<file path="src/rtl/mux_arb_pkg.sv">
// ============================================================================
//  Module   : mux_arb_pkg
//  Purpose  : Shared types, requester indices and select encodings for the
//             round-robin 3:1 mux arbiter.
//  Revision : 1.0
// ============================================================================
`default_nettype none

package mux_arb_pkg;

    typedef enum logic [0:0] {
        IDLE = 1'b0,
        BUSY = 1'b1
    } arb_state_e;

    localparam logic [1:0] REQ_A = 2'd0;
    localparam logic [1:0] REQ_B = 2'd1;
    localparam logic [1:0] REQ_C = 2'd2;

    localparam logic [1:0] SEL_A = 2'b00;
    localparam logic [1:0] SEL_B = 2'b01;
    localparam logic [1:0] SEL_C = 2'b10;

    function automatic logic [1:0] sel_of(input logic [1:0] idx);
        logic [1:0] sel;
        case (idx)
            REQ_B:   sel = SEL_B;
            REQ_C:   sel = SEL_C;
            default: sel = SEL_A;
        endcase
        return sel;
    endfunction

    function automatic logic [2:0] onehot_of(input logic [1:0] idx);
        logic [2:0] oh;
        case (idx)
            REQ_B:   oh = 3'b010;
            REQ_C:   oh = 3'b100;
            default: oh = 3'b001;
        endcase
        return oh;
    endfunction

endpackage

`default_nettype wire

</file>
<file path="src/rtl/rr_pick.sv">
// ============================================================================
//  Module   : rr_pick
//  Purpose  : Combinational round-robin pick: first set request scanning
//             last+1, last+2, last+3 (mod 3).
//  Revision : 1.0
// ============================================================================
`default_nettype none

module rr_pick
    import mux_arb_pkg::*;
(
    input  logic [2:0] req_i,
    input  logic [1:0] last_i,
    output logic       found_o,
    output logic [1:0] idx_o
);

    logic [1:0] w_ord [3];

    // The last entry is the previous winner itself, so a lone requester is re-picked.
    always_comb begin
        w_ord[0] = REQ_A;
        w_ord[1] = REQ_B;
        w_ord[2] = REQ_C;
        case (last_i)
            REQ_A: begin
                w_ord[0] = REQ_B; w_ord[1] = REQ_C; w_ord[2] = REQ_A;
            end
            REQ_B: begin
                w_ord[0] = REQ_C; w_ord[1] = REQ_A; w_ord[2] = REQ_B;
            end
            default: begin
                w_ord[0] = REQ_A; w_ord[1] = REQ_B; w_ord[2] = REQ_C;
            end
        endcase
    end

    always_comb begin
        found_o = 1'b0;
        idx_o   = REQ_A;
        for (int k = 0; k < 3; k++) begin
            if (!found_o && req_i[w_ord[k]]) begin
                found_o = 1'b1;
                idx_o   = w_ord[k];
            end
        end
    end

endmodule

`default_nettype wire

</file>
<file path="src/rtl/mux_rr_arbiter.sv">
// ============================================================================
//  Module   : mux_rr_arbiter
//  Purpose  : Round-robin burst arbiter driving the select pair and data of a
//             shared 3:1 output path with a valid/ready handshake.
//  Revision : 1.0
// ============================================================================
`default_nettype none

module mux_rr_arbiter
    import mux_arb_pkg::*;
#(
    parameter int WIDTH = 4,
    parameter int BURST = 4
) (
    input  logic             clk,
    input  logic             rst,
    input  logic [2:0]       req,
    input  logic [WIDTH-1:0] data_a,
    input  logic [WIDTH-1:0] data_b,
    input  logic [WIDTH-1:0] data_c,
    output logic [2:0]       grant,
    output logic             s1,
    output logic             s0,
    output logic [WIDTH-1:0] y,
    output logic             out_valid,
    input  logic             out_ready
);

    localparam logic [3:0] C_LAST_BEAT = 4'(BURST - 1);

    arb_state_e  state_q;
    logic [2:0]  grant_q;
    logic [1:0]  sel_q;
    logic [1:0]  gidx_q;
    logic [1:0]  last_q;
    logic [3:0]  beat_q;

    logic        w_found;
    logic [1:0]  w_idx;
    logic [1:0]  w_last;
    logic        w_xfer;
    logic        w_release;

    // On release the pointer used for the re-pick is the grant being released.
    assign w_last = (state_q == BUSY) ? gidx_q : last_q;

    rr_pick u_pick (
        .req_i   (req),
        .last_i  (w_last),
        .found_o (w_found),
        .idx_o   (w_idx)
    );

    assign out_valid = (state_q == BUSY) && |(req & grant_q);
    assign w_xfer    = out_valid && out_ready;
    assign w_release = (state_q == BUSY) &&
                       ((w_xfer && (beat_q == C_LAST_BEAT)) || !(|(req & grant_q)));

    always_ff @(posedge clk) begin
        if (rst) begin
            state_q <= IDLE;
            grant_q <= 3'b000;
            sel_q   <= SEL_A;
            gidx_q  <= REQ_A;
            last_q  <= REQ_C;
            beat_q  <= 4'd0;
        end else begin
            case (state_q)
                IDLE: begin
                    if (w_found) begin
                        state_q <= BUSY;
                        gidx_q  <= w_idx;
                        grant_q <= onehot_of(w_idx);
                        sel_q   <= sel_of(w_idx);
                        beat_q  <= 4'd0;
                    end
                end
                BUSY: begin
                    if (w_release) begin
                        last_q <= gidx_q;
                        beat_q <= 4'd0;
                        if (w_found) begin
                            gidx_q  <= w_idx;
                            grant_q <= onehot_of(w_idx);
                            sel_q   <= sel_of(w_idx);
                        end else begin
                            state_q <= IDLE;
                            grant_q <= 3'b000;
                            sel_q   <= SEL_A;
                        end
                    end else if (w_xfer) begin
                        beat_q <= beat_q + 4'd1;
                    end
                end
                default: state_q <= IDLE;
            endcase
        end
    end

    assign grant = grant_q;
    assign s1    = sel_q[1];
    assign s0    = sel_q[0];
    assign y     = sel_q[1] ? data_c : (sel_q[0] ? data_b : data_a);

endmodule

`default_nettype wire

</file>
<file path="config.mk">
export PLATFORM = sky130hd
export DESIGN_NAME = mux_rr_arbiter
export DESIGN_NICKNAME = d
export VERILOG_FILES = /design/src/rtl/mux_arb_pkg.sv /design/src/rtl/rr_pick.sv /design/src/rtl/mux_rr_arbiter.sv
export SDC_FILE = /design/constraint.sdc
export NUM_CORES = 1
export LEC_CHECK = 0
export BUFFER_PORTS_ARGS = -buffer_cell sky130_fd_sc_hd__buf_2
export CAP_MARGIN = 30
export CORE_MARGIN = 8
export CORE_UTILIZATION = 45
export CTS_CLUSTER_SIZE = 20
export DETAILED_ROUTE_END_ITERATION = 7
export GPL_TIMING_DRIVEN = 1
export PLACE_DENSITY = 0.75
export RECOVER_POWER = 25
export SYNTH_ARGS = -nofsm -noshare
export SYNTH_HDL_FRONTEND = slang
export SYNTH_HIERARCHICAL = 1
export SYNTH_SLANG_ARGS = --single-unit
</file>
<file path="constraint.sdc">
create_clock -name clk -period 3.15 [get_ports clk]
set_clock_uncertainty 0.1 [all_clocks]
set_input_delay 0.1575 -clock clk [delete_from_list [all_inputs] [get_ports clk]]
set_output_delay 0.1575 -clock clk [all_outputs]
set_load 0.005 [all_outputs]
</file>
# Word level (Yosys, flattened, before mapping)
# Cells that the tools add are included.
# totals
output_inout_bits	10
inputBits	18
memories	0
wordCells	70
ram_bits	0
latch_bits	0
ff_bits	14
mem_bits_ro	0
# classes
shifts	0
eq_ne	7
div	0
multipliers	0
muxes	36
n_addsub	1
n_lt_le_gt_ge	3
reduce_logical	15
bitwise_logic	2
# op_table
op	n
2-to-1 mux 4 bit	5
2-to-1 mux 2 bit	9
case mux 2 bit (2 select lines)	3
case mux 3 bit (2 select lines)	2
case mux 6 bit (2 select lines)	1
less-than comparator 2 x 3 -> 1 bit (second input constant)	3
2-to-1 mux 3 bit	3
2-to-1 mux 1 bit	8
case mux 4 bit (2 select lines)	1
binary-select mux 1 bit (select 2 bit)	3
logical AND 1 bit	6
AND reduction 2 bit	3
adder 4 x 1 -> 4 bit (second input constant)	1
equality test 2 x 1 -> 1 bit (second input constant)	2
equality test 4 x 2 -> 1 bit (second input constant)	1
inequality test 2 x 1 -> 1 bit (second input constant)	2
AND 3 bit	1
logical NOT 1 bit	3
inequality test 3 x 1 -> 1 bit (second input constant)	1
OR reduction 3 bit	1
equality test 2 bit (second input constant)	1
logical NOT 2 bit	1
case mux 1 bit (2 select lines)	1
logical OR 1 bit	1
inverter 1 bit	1

# Logic depth before layout (Yosys ltp)
# logic_depth
depth_word	17
mapped_depth	7
depth_no_buf	7

# Cells and area by module
# The synthesis kept the hierarchy.
# modules_own_cells
module	cells_per_inst	area_each_um2	n_inst
mux_rr_arbiter	76	666.9	1
rr_pick	8	58.8	1

# Worst setup path before layout
# OpenSTA, ideal clock, no wires.
# synth_timing
path_type	register to register
startpoint	register grant_q[1] (netlist: grant[1])
endpoint	register last_q[0]
arrival_ps	1593
slack_ps	1330
path_stages_with_launch	6
period_less_slack_ps	1820
path_buffers	1
cell_sequence	dfxtp_1 > buf_6 > a222oi_1 > o21ai_0 > mux2i_1 > nor2_1
# synth_via
elab_chain_len	8
elab_cells_between_ends	9
# synth_lines
element	line	text
start, declared	mux_rr_arbiter.sv:32	logic [2:0] grant_q;
start signal, assigned	mux_rr_arbiter.sv:73	grant_q <= onehot_of(w_idx);
start signal, assigned	mux_rr_arbiter.sv:84	grant_q <= onehot_of(w_idx);
AND 3 bit (*)	mux_rr_arbiter.sv:54, mux_rr_arbiter.sv:57	
OR reduction 3 bit (*)	mux_rr_arbiter.sv:54, mux_rr_arbiter.sv:57	
logical AND 1 bit	mux_rr_arbiter.sv:54	assign out_valid = (state_q == BUSY) && |(req & grant_q);
logical AND 1 bit	mux_rr_arbiter.sv:55	assign w_xfer = out_valid && out_ready;
logical AND 1 bit	mux_rr_arbiter.sv:57	((w_xfer && (beat_q == C_LAST_BEAT)) || !(|(req & grant_q)));
logical OR 1 bit (*)	mux_rr_arbiter.sv:57	
logical AND 1 bit (*)	mux_rr_arbiter.sv:56	assign w_release = (state_q == BUSY) &&
AND reduction 2 bit (no line) (*)	n/a	
end signal, assigned	mux_rr_arbiter.sv:80	last_q <= gidx_q;
end, declared	mux_rr_arbiter.sv:35	logic [1:0] last_q;
# Mark *: on every way between the ends. The rest lies on a longest branch, timed or not.
# A chain may end at the register's enable or synchronous reset.

# Worst setup path after layout
# layout_timing
startpoint	register grant_q[1] (netlist: grant[1])
endpoint	register last_q[1]
# The elaborated chain is that of the path after synthesis.

==> results.yml <==
die:
  io_pins: 28
  chipWidth_um: 56.16
  core_area_mm2: 0.001506
  fp.dieH_um: 56.16
  die_area_mm2: 0.003153
  initial_core_util_pct: 48.17
  rows: 14
synthesis:
  postSynthAreaPerCell_um2: 8.639
  syn_inst: 84
  synth_seq_cells: 12
  mappedNetlistArea_um2: 725.7
  synth_nets: 105
  ys_types: 29
  yosysSeqAreaShare_pct: 33.10
  yosysWarnings: 6
sta:
  min_period_ns: 2.068
  fmax_mhz: 483.5
  setup_viol: 0
  finalHoldWorstSlack_ns: 0.06577
  rsz0062_at_grt: "no"
  slew_viol_final: 0
  worstMarginPinSlew_ns: 0.8802
  fin_setup_tns_ns: 0
  finalCritPeriodShare_pct: 65.65
  max-slew-margin-rel_pct: 41.32
  hold_viol: 0
grt:
  grt_pass1_wl_um: 2787
  antenna_found_initial: 0
  grt_usage_pct: 10.93
  grt_max_degree: 13
  grt_pass1_vias: 678
  overflow: 0
placed_design:
  io_buffers: 27
  dp_hpwl_um: 1352
  gp_congestion: 0.7988
  postPlaceCellArea_um2: 847.1
clock_network:
  cts_buffer_depth: 2
  insertion_delay_ns: 0.27
  cts_tree: "built"
  clk_pin_slew_worst_paths_ns: 0.07
  ctsHoldBuffers: 0
  cts_resized: 0
  post_cts_buffers: 0
  cts.sinks: 12
  cts_buffers: 3
  cts_root_buffer: "clkbuf_4"
  htreeDepth: 1
drt:
  drt_iter0_drc: 16
  wl_um: 1632
  dr_total_vias: 665
  viasPerCell: 5.320
  firstDrtPassIters: 4
  drcViolationCount: 0
  ant_nets: 0
  wl_per_cell_um: 13.06
finish:
  final_cell_mix: "buf_2, nor2_1, dfxtp_1"
  regArea_um2: 240.2
  drive_above_1_share_pct: 27.52
  multiInputGateArea_um2: 432.9
  final_common_cell: "buf_2"
  nets: 132
  area_growth_pct: 18.97
  n_antenna_cell: 0
  design_area_um2: 863.3
  num-fill-cells: 142
pwr:
  peakVddDrop_mv: 0.2618
  power.leakage_nw: 0.3994
  p_per_area_mw_per_mm2: 412.1
  power.total_mw: 0.3558
status:
  status: "complete, no violations"
worst_setup_path:
  crit_path_max_incr_delay_ns: 0.81
  cp_top_family: "compound AO/OA/AOI/OAI gates"
  end_kind: "flop"
  arrival_ns: 2.11
  critPathKind: "reg2reg"
  start_kind: "flop"
  required_ns: 3.19
  path_cells: "a222oi_1, o21ai_0, nor3_1, a21oi_1"
  r2r_slack_ns: 1.08
  crit_fanout: 8
  critPathBufInv: 0
  cp_slowest_cell: "a222oi_1"
run:
  maxCapViolations: 0
hold_path:
  hp-class: "in2reg"
## path summary, 6_finish.rpt
path | startpoint | endpoint | depth (start not counted)
worst max register to register | grant[1]$_SDFFE_PP0P_ | last_q[1]$_SDFFE_PP1P_ | 4
worst max-delay path | grant[1]$_SDFFE_PP0P_ | last_q[1]$_SDFFE_PP1P_ | 4
worst min register to register | last_q[0]$_SDFFE_PP0P_ | last_q[0]$_SDFFE_PP0P_ | 2
worst min-delay path | rst | state_q$_SDFF_PP0_ | 2
## layer usage
| layer | wire (µm) | global-route usage [%] |
|---|---|---|
| met3 | 82 | 4.110 |
| met1 | 640 | 10.28 |
| met2 | 840 | 18.70 |
| met4 | 68 | 8.247 |
| met5 | 0 | 0 |
## flip-flops by register name (all words and copies together) (netlist names)
name     cells
state_q      1
gidx_q       2
beat_q       4
grant        3
last_q       2
## Yosys cell counts
cell	instances	area, µm²
dfxtp_1	12	240.2
nor2_1	12	45.04
mux2i_1	8	80.08
o21ai_0	6	30.03
inv_1	5	18.77
nand2_1	4	15.01
a21oi_1	3	15.01
a22oi_1	3	22.52
ha_1	3	37.54
xor2_1	3	26.28
buf_4	2	15.01
mux2_2	2	22.52
nand2b_1	2	12.51
nor2b_1	2	12.51
o211ai_1	2	15.01
or3_1	2	12.51
a222oi_1	1	10.01
and3_1	1	6.260
buf_1	1	3.750
buf_6	1	11.26
clkbuf_1	1	3.750
nor3_1	1	5.000
nor4bb_1	1	10.01
o21a_1	1	7.510
o31a_2	1	10.01
o31ai_1	1	7.510
o32ai_2	1	16.27
or2_2	1	6.260
or2b_1	1	7.510
## metrics by stage
stage	util [%]	setup WS (ns)	instances
floorplan	-	1.330	84
global placement	56.23	1.193	122
detailed placement	56.23	1.149	122
CTS	57.72	1.115	125
global route	57.31	0.8686	125
finish	57.31	1.082	125
## where the power goes
group | switching (mW) | internal (mW)
Combinational | 0.0449 | 0.0446
Clock | 0.0488 | 0.0443
Sequential | 0.0111 | 0.162
## logic make-up (layout without fill, tap and decap cells)
group / count (synthesis) / in the layout / synth area share, %
buffers and inverters: 10 / 35 / 7.240
flip-flops: 12 / 12 / 33.10
AO/OA/AOI/OAI: 19 / 19 / 18.45
XOR/XNOR: 3 / 3 / 3.621
AND/OR/NAND/NOR: 27 / 27 / 18.27
adder cells (fa/ha/maj): 3 / 3 / 5.173
multiplexers: 10 / 10 / 14.14
## worst reg2reg max path, stage by stage, from the launching register on
cell and delay (ns):
dfxtp_1 0.41, a222oi_1 0.81, o21ai_0 0.35, nor3_1 0.20, a21oi_1 0.07
## area by class of cell
type,count,area share (%)
Clock buffer,3,2.609
Inverter,5,2.174
Multi-Input combinational cell,62,50.14
Sequential cell,12,27.83
Tap cell,16,2.319
Timing Repair Buffer,27,14.93
Power figures use the tool's default switching activity.
